[config.mk]
export PLATFORM = sky130hd
export DESIGN_NAME = bcd_to_bin_seq
export DESIGN_NICKNAME = d
export VERILOG_FILES = /design/src/rtl/bcd_to_bin_seq.sv
export SDC_FILE = /design/constraint.sdc
export NUM_CORES = 1
export LEC_CHECK = 0
export ABC_AREA = 0
export BUFFER_PORTS_ARGS = -buffer_cell sky130_fd_sc_hd__buf_2
export CAP_MARGIN = 20
export CORE_UTILIZATION = 55
export CTS_CLUSTER_DIAMETER = 40
export CTS_CLUSTER_SIZE = 12
export DETAILED_ROUTE_END_ITERATION = 8
export GPL_TIMING_DRIVEN = 0
export PLACE_DENSITY_LB_ADDON = 0.1
export SLEW_MARGIN = 20
export SYNTH_ARGS = -nofsm -noshare
export SYNTH_HDL_FRONTEND = slang
export SYNTH_SLANG_ARGS = --single-unit
[constraint.sdc]
create_clock -name clk -period 1.3 [get_ports clk]
set_input_delay 0.195 -clock clk [delete_from_list [all_inputs] [get_ports clk]]
set_output_delay 0.195 -clock clk [all_outputs]
set_load 0.02 [all_outputs]
[src/rtl/bcd_to_bin_seq.sv]
// Sequential BCD-to-binary converter (reverse double-dabble, one step per clock).
// Optional macro BCD_CHECK_EN: reject input digits > 9 with a one-cycle err result.
module bcd_to_bin_seq #(
  parameter int DIGITS = 3,
  parameter int BIN_W  = 10
) (
  input  logic                  clk,
  input  logic                  rst,
  input  logic                  start,
  input  logic [4*DIGITS-1:0]   bcd_in,
  output logic                  busy,
  output logic                  done,
  output logic [BIN_W-1:0]      bin_out,
  output logic                  err
);

  localparam int BW = 4 * DIGITS;
  localparam int TW = BW + BIN_W;
  localparam int CW = $clog2(BIN_W + 1);

  typedef enum logic {IDLE, SHIFT} state_t;

  state_t           r_state;
  state_t           w_state_nx;
  logic [BW-1:0]    r_bcd;
  logic [BW-1:0]    w_bcd_nx;
  logic [BIN_W-1:0] r_bin;
  logic [BIN_W-1:0] w_bin_nx;
  logic [CW-1:0]    r_cnt;
  logic [CW-1:0]    w_cnt_nx;
  logic             r_busy;
  logic             w_busy_nx;
  logic             r_done;
  logic             w_done_nx;
  logic [BIN_W-1:0] r_out;
  logic [BIN_W-1:0] w_out_nx;
  logic             r_err;
  logic             w_err_nx;
  logic             r_bad;
  logic             w_bad_nx;
  logic             w_in_bad;
  logic [TW-1:0]    w_shift;
  logic [BW-1:0]    w_adj;

`ifdef BCD_CHECK_EN
  always_comb begin
    w_in_bad = 1'b0;
    for (int i = 0; i < DIGITS; i++) begin
      if (bcd_in[4*i +: 4] > 4'd9) w_in_bad = 1'b1;
    end
  end
`else
  assign w_in_bad = 1'b0;
`endif

  assign w_shift = {r_bcd, r_bin} >> 1;

  // digits of 8 or more were 5+ before the halving step
  always_comb begin
    w_adj = w_shift[TW-1:BIN_W];
    for (int i = 0; i < DIGITS; i++) begin
      if (w_adj[4*i +: 4] >= 4'd8) begin
        w_adj[4*i +: 4] = w_adj[4*i +: 4] - 4'd3;
      end
    end
  end

  always_comb begin
    w_state_nx = r_state;
    w_bcd_nx   = r_bcd;
    w_bin_nx   = r_bin;
    w_cnt_nx   = r_cnt;
    w_busy_nx  = r_busy;
    w_done_nx  = 1'b0;
    w_out_nx   = r_out;
    w_err_nx   = r_err;
    w_bad_nx   = r_bad;
    unique case (r_state)
      IDLE: begin
        if (start) begin
          w_bcd_nx   = bcd_in;
          w_bin_nx   = '0;
          w_cnt_nx   = '0;
          w_busy_nx  = 1'b1;
          w_bad_nx   = w_in_bad;
          w_state_nx = SHIFT;
        end
      end
      SHIFT: begin
        if (r_bad) begin
          w_done_nx  = 1'b1;
          w_err_nx   = 1'b1;
          w_busy_nx  = 1'b0;
          w_bad_nx   = 1'b0;
          w_state_nx = IDLE;
        end else begin
          w_bcd_nx = w_adj;
          w_bin_nx = w_shift[BIN_W-1:0];
          w_cnt_nx = r_cnt + 1'b1;
          if (r_cnt == CW'(BIN_W - 1)) begin
            w_out_nx   = w_shift[BIN_W-1:0];
            w_done_nx  = 1'b1;
            w_err_nx   = 1'b0;
            w_busy_nx  = 1'b0;
            w_state_nx = IDLE;
          end
        end
      end
      default: w_state_nx = IDLE;
    endcase
  end

  always_ff @(posedge clk or posedge rst) begin
    if (rst) r_state <= IDLE;
    else     r_state <= w_state_nx;
  end

  always_ff @(posedge clk or posedge rst) begin
    if (rst) begin
      r_bcd  <= '0;
      r_bin  <= '0;
      r_cnt  <= '0;
      r_busy <= 1'b0;
      r_done <= 1'b0;
      r_out  <= '0;
      r_err  <= 1'b0;
      r_bad  <= 1'b0;
    end else begin
      r_bcd  <= w_bcd_nx;
      r_bin  <= w_bin_nx;
      r_cnt  <= w_cnt_nx;
      r_busy <= w_busy_nx;
      r_done <= w_done_nx;
      r_out  <= w_out_nx;
      r_err  <= w_err_nx;
      r_bad  <= w_bad_nx;
    end
  end

  assign busy    = r_busy;
  assign done    = r_done;
  assign bin_out = r_out;
  assign err     = r_err;

endmodule

# --- After elaboration in Yosys (flattened, before gate mapping) ---
# Index checks and enable logic that the tools add are counted.
totals:
  out_inout_bits: 13
  ff_bits: 41
  input_bits: 15
  elab_cells: 53
op_classes:
  n_reduce_logical: 5
  n_addsub: 4
  bitwise: 2
  n_eq_ne: 4
  order_cmp: 3
  mux: 26
op_table:
  columns: ["cell", "count"]
  rows:
  - ["$mux 12", 2]
  - ["$pmux 12 s2", 1]
  - ["$mux 10", 2]
  - ["$mux 4", 5]
  - ["$pmux 10 s2", 1]
  - ["$mux 1", 11]
  - ["$ge 4x4->1 const B", 2]
  - ["$pmux 4 s2", 1]
  - ["$sub 4x2->4 const B", 2]
  - ["$pmux 1 s2", 3]
  - ["$reduce_and 2->1", 3]
  - ["$add 4x1->4 const B", 1]
  - ["$eq 4x4->1 const B", 1]
  - ["$ge 3x4->1 const B", 1]
  - ["$ne 2x2->1 const B", 2]
  - ["$sub 3x2->4 const B", 1]
  - ["$ne 3x1->1 const B", 1]
  - ["$reduce_and 3->1", 1]
  - ["$not 1->1", 2]
  - ["$reduce_bool 2->1", 1]

# --- Logic depth before layout (Yosys ltp) ---
# Gate-level depths: netlist of run 1.
logic_depth:
  depth_word: 4
  ltp_mapped: 7
  mapped_depth_nobuf: 6

# --- Worst setup path before layout of run 1 ---
# Ideal clock, no wire load.
synth_path:
  path_kind: "reg-to-reg"
  from: "register r_cnt[0]"
  to: "register r_out[0], in the netlist bin_out[0]"
  path_buffers: 1
  arrival_ns: 1.002
  slack_ns: 0.182
  setup_ns: 0.116
  path_stages_with_launch: 7
  synth_period_minus_slack_ns: 1.118
  required_time_ns: 1.184
  path_cell_list: "dfrtp_1 ha_1 nand4b_1 inv_2 buf_4 nand2_1 nand2_1"
synth_between:
  elab_chain_cells: 2
synth_lines:
  columns: ["item", "line_no", "rtl"]
  rows:
  - ["start: declaration", "29", "logic [CW-1:0] r_cnt;"]
  - ["start signal: assignment", "131", "r_cnt <= w_cnt_nx;"]
  - ["$eq 4x4->1", "100", "if (r_cnt == CW'(BIN_W - 1)) begin"]
  - ["$reduce_and 3->1 (no source line)", null, null]
  - ["end signal: assignment", "134", "r_out <= w_out_nx;"]
  - ["end: declaration", "35", "logic [BIN_W-1:0] r_out;"]
# No other way between the ends.
# A chain may end at the register's enable or synchronous reset.

# --- Final worst setup path of run 1 ---
layout_path:
  from: "register r_state"
  to: "register r_bcd[8]"
layout_between:
  elab_chain_cells: 3
  elab_cells_between_ends: 5
  classes_between: "eq/ne: 2; mux: 1; bitwise: 1; reduce/logical: 1"
layout_lines:
  columns: ["item", "line_no", "rtl"]
  rows:
  - ["start: declaration", "23", "state_t r_state;"]
  - ["start signal: assignment", "115", "else r_state <= w_state_nx;"]
  - ["$not 1->1", null, null]
  - ["$ne 2x2->1 (no source line)", null, null]
  - ["$reduce_and 2->1 (no source line)", null, null]
  - ["end signal: assignment", "129", "r_bcd <= w_bcd_nx;"]
  - ["end: declaration", "25", "logic [BW-1:0] r_bcd;"]
# Parallel ways exist; a longest one is shown, timed or not.

==> results of run 1 <==
cells by family (layout without fill, tap and decap cells):
group | count (synthesis) | count (layout) | synth area share
compound gates | 31 | 31 | 0.108
xor+xnor | 6 | 6 | 0.0302
fa+ha+maj | 6 | 6 | 0.0431
buf+inv | 19 | 54 | 0.0553
flops | 38 | 38 | 0.546
mux | 8 | 8 | 0.0459
other cells | 1 | 1 | 0.00215
simple gates | 75 | 75 | 0.169
worst max path at each step:
| stage | end | startpoint | depth (start not counted) | slack (ps) |
|---|---|---|---|---|
| after floorplan | bin_out[0] | r_cnt[0] | 6 | 180 |
| after global placement | r_bcd[9] | rst | 2 | -210 |
| after detailed placement | r_bcd[2] | r_state | 4 | 50 |
| after CTS | r_bcd[5] | r_state | 4 | 40 |
| after global routing | r_bcd[8] | r_state | 4 | 2 |
| final | r_bcd[8] | r_state | 4 | 90 |
repair_timing:
item                                    in CTS  in global routing
resized for setup                            0                  2
endpoints found under the setup margin       0                 17
buffers inserted                             0                  2
endpoints found under the hold margin        0                  0
cell type report:
| cell class | count | area [sq um] |
|---|---|---|
| clock inverter | 2 | 12.5 |
| sequential | 38 | 951 |
| clock buffer | 6 | 51.3 |
| multi-input combinational | 127 | 696 |
| inverter | 8 | 30.0 |
| buffer | 11 | 67.6 |
| tap | 44 | 55.1 |
| timing repair buffer | 27 | 140 |
| fill | 267 | 1020 |
worst max-delay path: stages (launching register included):
cell	delay, ps
dfrtp_1	430
buf_2	240
buf_2	240
nand2_1	120
o21ai_0	90
metrics by stage:
step	util	power [uW]	hold WS [ps]	instances	cell area, sq um
after CTS	0.656	4480	11.9	261	1990
after floorplan	-	3320	351	184	1740
after global placement	0.635	3720	444	253	1920
final	0.662	4490	-25.9	263	2000
after detailed placement	0.635	3840	389	253	1920
after global routing	0.662	4890	17.7	263	2000
metal layers:
metal  up-vias  wire length (microns)
li1        662                      -
met1       629                   1500
met2        28                   1570
met3         5                    120
met4         0                     40
met5         -                      0
Yosys cell counts (3+ instances only):
master / n
dfrtp_1: 38
xnor2_1: 3
nor2_1: 5
o211a_1: 4
buf_4: 3
a21oi_1: 7
o21ai_0: 17
xor2_1: 3
buf_2: 5
inv_1: 6
ha_1: 6
nand2_1: 65
mux2i_1: 8
registers in the layout, indices dropped and copies added, names as in the netlist:
signal,cells
r_bcd,12
r_state,1
bin_out,10
done,1
busy,1
r_bin,9
r_cnt,4
power by group through the flow:
stage,registers [uW],clock network [uW],logic (uW)
floorplan,2230,0,1090
global placement,2090,0,1630
detailed placement,2130,0,1710
CTS,2100,661,1710
global route,2160,703,2020
finish,2080,647,1760
==> impl_results.md, run 1 <==
* Yosys top cell by area: dfrtp_1
* Psw at 1800 uW
* Starting density of the core at 0.576
* CTS H-Tree Depth at 2
* Syn nets at 205
* Startpoint types: register
* Least-Margin Pin Slew at 764 ps
* Failing checks: negative hold slack
* Die Span Y at 58.3 microns
* Final hold vios at 30
* Sequential share of power at 0.464
* Routing usage on met1 at 0.291
* CTS tree: yes
* Vias in the first global route at 1,235
* # rows at 20
* Fmax at 829 MHz
* Final setup margin at 94.4 ps
* Yosys Warn Count at 0
* Clock buffer depth at 2
* CP Data Arrival Time at 1470 ps
* Final ANT Viol Nets at 0
* Via count at 1,324
* Core Region at 0.00303 sq mm
* Setup TNS at 0 ps
* Global routing usage on met2 at 0.350
* Clock transition at path regs at 110 ps
* Cell Pwr Density at 2240 mW/mm^2
* Internal power at 2690 uW
* VDD IR max at 0.00107 V
* Die W at 58.3 microns
* Setup WS pre-CTS at 48.1 ps
* DR iter-0 viols at 49
* Number of inserted diodes at 0
* GPL Wtd Cong at 0.808
* Post-synthesis register bit count at 38
* DPL Wire Length at 2280 microns
* Main synth FF type: dfrtp_1
* CTS root buf: clkbuf_4
* Switching Share at 0.401
* First-pass GRT wire length at 5510 microns
* IO Port Bufs at 25
* Vias per inst at 5.03
* Max Clock Skew at 11.1 ps
* Sink Count at 38
* Critical register-to-register path startpoint: r_state
* GR Overflow Total at 0
* Worst-Skew Late Latency at 340 ps
* Cells after synthesis at 184
* Setup CP Type: register to register
* Initial antenna violation count at 0
* Avg Inst Size Synth at 9.47 sq um
* Routed len/inst at 12.3 microns
* WHS at -25.9 ps
* Drt total wl at 3230 microns
* Minimum clock period at 1210 ps
* # DRC at 0
* RSZ-0062 raised after global routing: no
* Syn-to-layout area delta at 14.9%
* Setup-failing EPs final at 0
* Final Max Tran Viols at 0
* Maxcap violations at 0
* Netlist cell types at 24
* Crit. End Element: register
* Cts hold-fix bufs at 0
* Die area at 0.00340 sq mm
* Synth top area share at 0.546
* Seq/Total Area, Yosys at 0.546
* Clock power share at 0.144
* Logic pwr share at 0.392
* Tcrit/Tclk final at 0.927
* Most Crowded Layer GR: met2
* Leading cell type in the layout, fill and taps excluded: nand2_1
* EDFF count, synth at 0
* Synth Cell Area at 0.00174 sq mm
* DR pass1 iterations at 4
* Grt met3 use at 0.0659
* Reg2reg path depth at 4
* Pin count of the biggest net entering global routing at 39
* CTS Buf Count at 5
* Layout net count at 239
* Slew margin rel. at 0.490
* Min-Delay Path Class: input pin to asynchronous set/reset pin
* Outcome: finished, violations left
* Global-route usage over all layers at 0.218
* Async SR Flop Fraction at 1.00
* Top cells by area, synth: dfrtp_1 55%, nand2_1 14%, o21ai_0 4.9%, mux2i_1 4.6%, ha_1 4.3%
* Layout cells sized above 1 at 0.228
* Leak at 0.00107 uW
* Reg2reg end: r_bcd[8]
* Req. time, crit path at 1570 ps
* Worst-path fanout max at 10
* Most frequent cells in the layout: 65 x nand2_1, 38 x dfrtp_1, 30 x buf_2
* Reg2reg setup slack at 90 ps
* IO Count at 28
Power figures use the tool's default switching activity.
==> run 2, diff against run 1 <==
clock period = 1.15 ns   (was 1.3 ns; I/O delays follow)
==> run 2 against run 1 <==
Net effect:
- the flow finishes with violations (negative setup slack)
- setup slack got worse by 180 ps
- flip-flop and latch count did not move
- largest power group unchanged
- fmax fell by 2.5%
- via count rose by 3.4%
- total power rose by 20%
- core utilization rose by 3.9 points
- worst hold slack improved by 110 ps
- non-clock buffer count rose by 4
- first-iteration DRC count fell by 16%
- largest cell class unchanged
==> impl_results.md, run 2 (synthesis gave the netlist of run 1 again) <==
* Slowest CP cell: dfrtp_1
* Final setup margin at -86.8 ps (-181 ps)
* CTS H-Tree Depth at 2 (unchanged)
* Via count at 1,369 (+3.4%)
* Critical-path cell list: inv_1, ha_2, nand4b_1, buf_6, buf_6, nand2_2, nand2_2
* CP Buf/Inv Count at 3 (+1)
* Failing checks: negative setup slack
* Req. time, crit path at 1400 ps (-170 ps)
* Die Span Y at 58.3 microns (unchanged)
* Number of inserted diodes at 0 (unchanged)
* IO Count at 28 (unchanged)
* Vias per inst at 5.13 (+1.8%)
* IO Port Bufs at 25 (unchanged)
* Initial antenna violation count at 0 (unchanged)
* DPL Wire Length at 2280 microns (unchanged)
* CTS root buf: clkbuf_4
* Largest register FFs at 12 (unchanged)
* Most frequent cells in the layout: 53 x nand2_1, 36 x dfrtp_1, 25 x buf_2
* Leading cell type in the layout, fill and taps excluded: nand2_1
* Switching Share at 0.400 (-0.00128)
* WHS at 83.3 ps (+109 ps)
* Worst-path fanout max at 5 (-5)
* Core Region at 0.00303 sq mm (unchanged)
* Clock buffer depth at 2 (unchanged)
* Sequential share of power at 0.448 (-0.016)
* Crit. End Element: register
* Global-route usage over all layers at 0.220 (+0.00190)
* Least-Margin Pin Slew at 639 ps (-124 ps)
* GPL Wtd Cong at 0.808 (unchanged)
* Vias in the first global route at 1,226 (-0.73%)
* CTS Buf Count at 5 (unchanged)
* RSZ-0062 raised after global routing: yes
* CP Data Arrival Time at 1490 ps (+20 ps)
* CTS tree: yes
* Cell Pwr Density at 2540 mW/mm^2 (+13%)
* DR iter-0 viols at 41 (-16%)
* Delay-heaviest family, CP: flip-flops
* Drt total wl at 3400 microns (+5.2%)
* GR Overflow Total at 0 (unchanged)
* Setup CP Type: register to register
* Reg2reg path depth at 7 (+3)
* Minimum clock period at 1240 ps (+31.3 ps)
* Reg2reg end: bin_out[3]
* Sink Count at 38 (unchanged)
* Final Max Tran Viols at 0 (unchanged)
* Pin count of the biggest net entering global routing at 39 (unchanged)
* Fmax at 809 MHz (-2.5%)
* Final ANT Viol Nets at 0 (unchanged)
* Layout net count at 243 (+1.7%)
* Clock transition at path regs at 120 ps (about the same)
* Psw at 2150 uW (+19%)
* Reg2reg setup slack at -90 ps (-180 ps)
* Max Clock Skew at 13.8 ps (+2.74 ps)
* Final hold vios at 0 (-100%)
* Critical path's largest stage delay at 410 ps (-20 ps)
* VDD IR max at 0.00120 V (+13%)
* Slew margin rel. at 0.573 (+0.0832)
* Layout cells sized above 1 at 0.332 (+0.104)
* Outcome: finished, violations left
* Final total power at 5380 uW (+20%)
* DR pass1 iterations at 4 (unchanged)
* Setup crit start: r_cnt[1]
* Tcrit/Tclk final at 1.08 (+0.148)
* Largest reg by FF count: r_bcd
* Logic pwr share at 0.416 (+0.024)
* Maxcap violations at 0 (unchanged)
* Non-Filler Instances at 267 (+1.5%)
* Die area at 0.00340 sq mm (unchanged)
* # rows at 20 (unchanged)
* First-pass GRT wire length at 5550 microns (+0.74%)
* Syn-to-layout area delta at 21.8%
* Post-place instance area at 0.00192 sq mm (unchanged)
* Startpoint types: register
* Min-Delay Path Class: input pin to register
* # DRC at 0 (unchanged)
* Setup-failing EPs final at 12 (+12)
* Leak at 0.00109 uW (+2.2%)
* Placed insts at 253 (unchanged)
* Clock power share at 0.136 (-0.008)
* Die W at 58.3 microns (unchanged)
* Starting density of the core at 0.576 (unchanged)
* Critical register-to-register path startpoint: r_cnt[1]
* Post-Layout Inst Area at 0.00212 sq mm (+5.9%)
* Routed len/inst at 12.7 microns (+3.6%)
* Internal power at 3230 uW (+20%)
* Worst-Skew Late Latency at 340 ps (about the same)
* Crit path capture: bin_out[3]
* Cell count along the critical path at 7 (+3)
==> run 2: changes by cell type in the layout (fill, tap and decap cells not counted), moves of 3 or more <==
cell,delta
nand2_1,-12
nand2_2,+12
buf_2,-5
buf_6,+4
clkbuf_4,+3
ha_1,-3
ha_2,+3
==> run 2: power groups by stage <==
stage | logic [uW] | registers [uW] | clock network, uW
after floorplan | 1230 | 2520 | 0
after global placement | 1840 | 2360 | 0
after detailed placement | 1930 | 2400 | 0
after CTS | 2020 | 2360 | 747
after global routing | 2540 | 2490 | 795
final | 2240 | 2410 | 731
==> run 2: worst min path at each step <==
stage	startpoint	end	slack, ps	depth (start not counted)
floorplan	bcd_in[11]	r_bcd[11]	330	2
global placement	bcd_in[11]	r_bcd[11]	420	3
detailed placement	rst	r_cnt[3]	370	2
CTS	bcd_in[11]	r_bcd[11]	70	3
global route	bcd_in[11]	r_bcd[11]	110	3
finish	bcd_in[11]	r_bcd[11]	80	3
==> run 2: cell type report <==
cell class | instances | area [sq um]
Clock inverter | 2 | 12.5
Multi-Input combinational cell | 127 | 743
Inverter | 8 | 36.3
Clock buffer | 6 | 51.3
Sequential cell | 38 | 953
Fill cell | 253 | 906
Timing Repair Buffer | 32 | 188
Tap cell | 44 | 55.1
Buffer | 10 | 82.6
==> run 2: repair_timing <==
item,in CTS,in global routing
pin swaps,4,23
hold endpoints to repair,38,0
setup endpoints to repair,28,30
buffers inserted,2,3
cloned,0,1
hold buffers,1,0
gates resized for setup,4,36
==> run 2: stage by stage <==
stage	setup TNS, ps	util	worst slack [ps]
final	-807	0.701	-86.8
after global routing	-1680	0.701	-156
after CTS	-54.3	0.665	-13.0
after detailed placement	-1190	0.635	-102
after global placement	-13620	0.635	-334
after floorplan	0	-	31.9
==> run 2: worst min-delay path: cells and delay by family <==
kind / cells / cell delay, ps
simple gates: 1 / 80
mux: 1 / 50
buf+inv: 1 / 70
==> run 2: metal layers <==
metal  vias to the layer above  share of wire  track usage
met5                         -              0            0
met4                         0          0.012       0.0612
met3                         5          0.035       0.0659
met2                        31           0.50        0.351
met1                       664           0.45        0.295
li1                        669              -            -
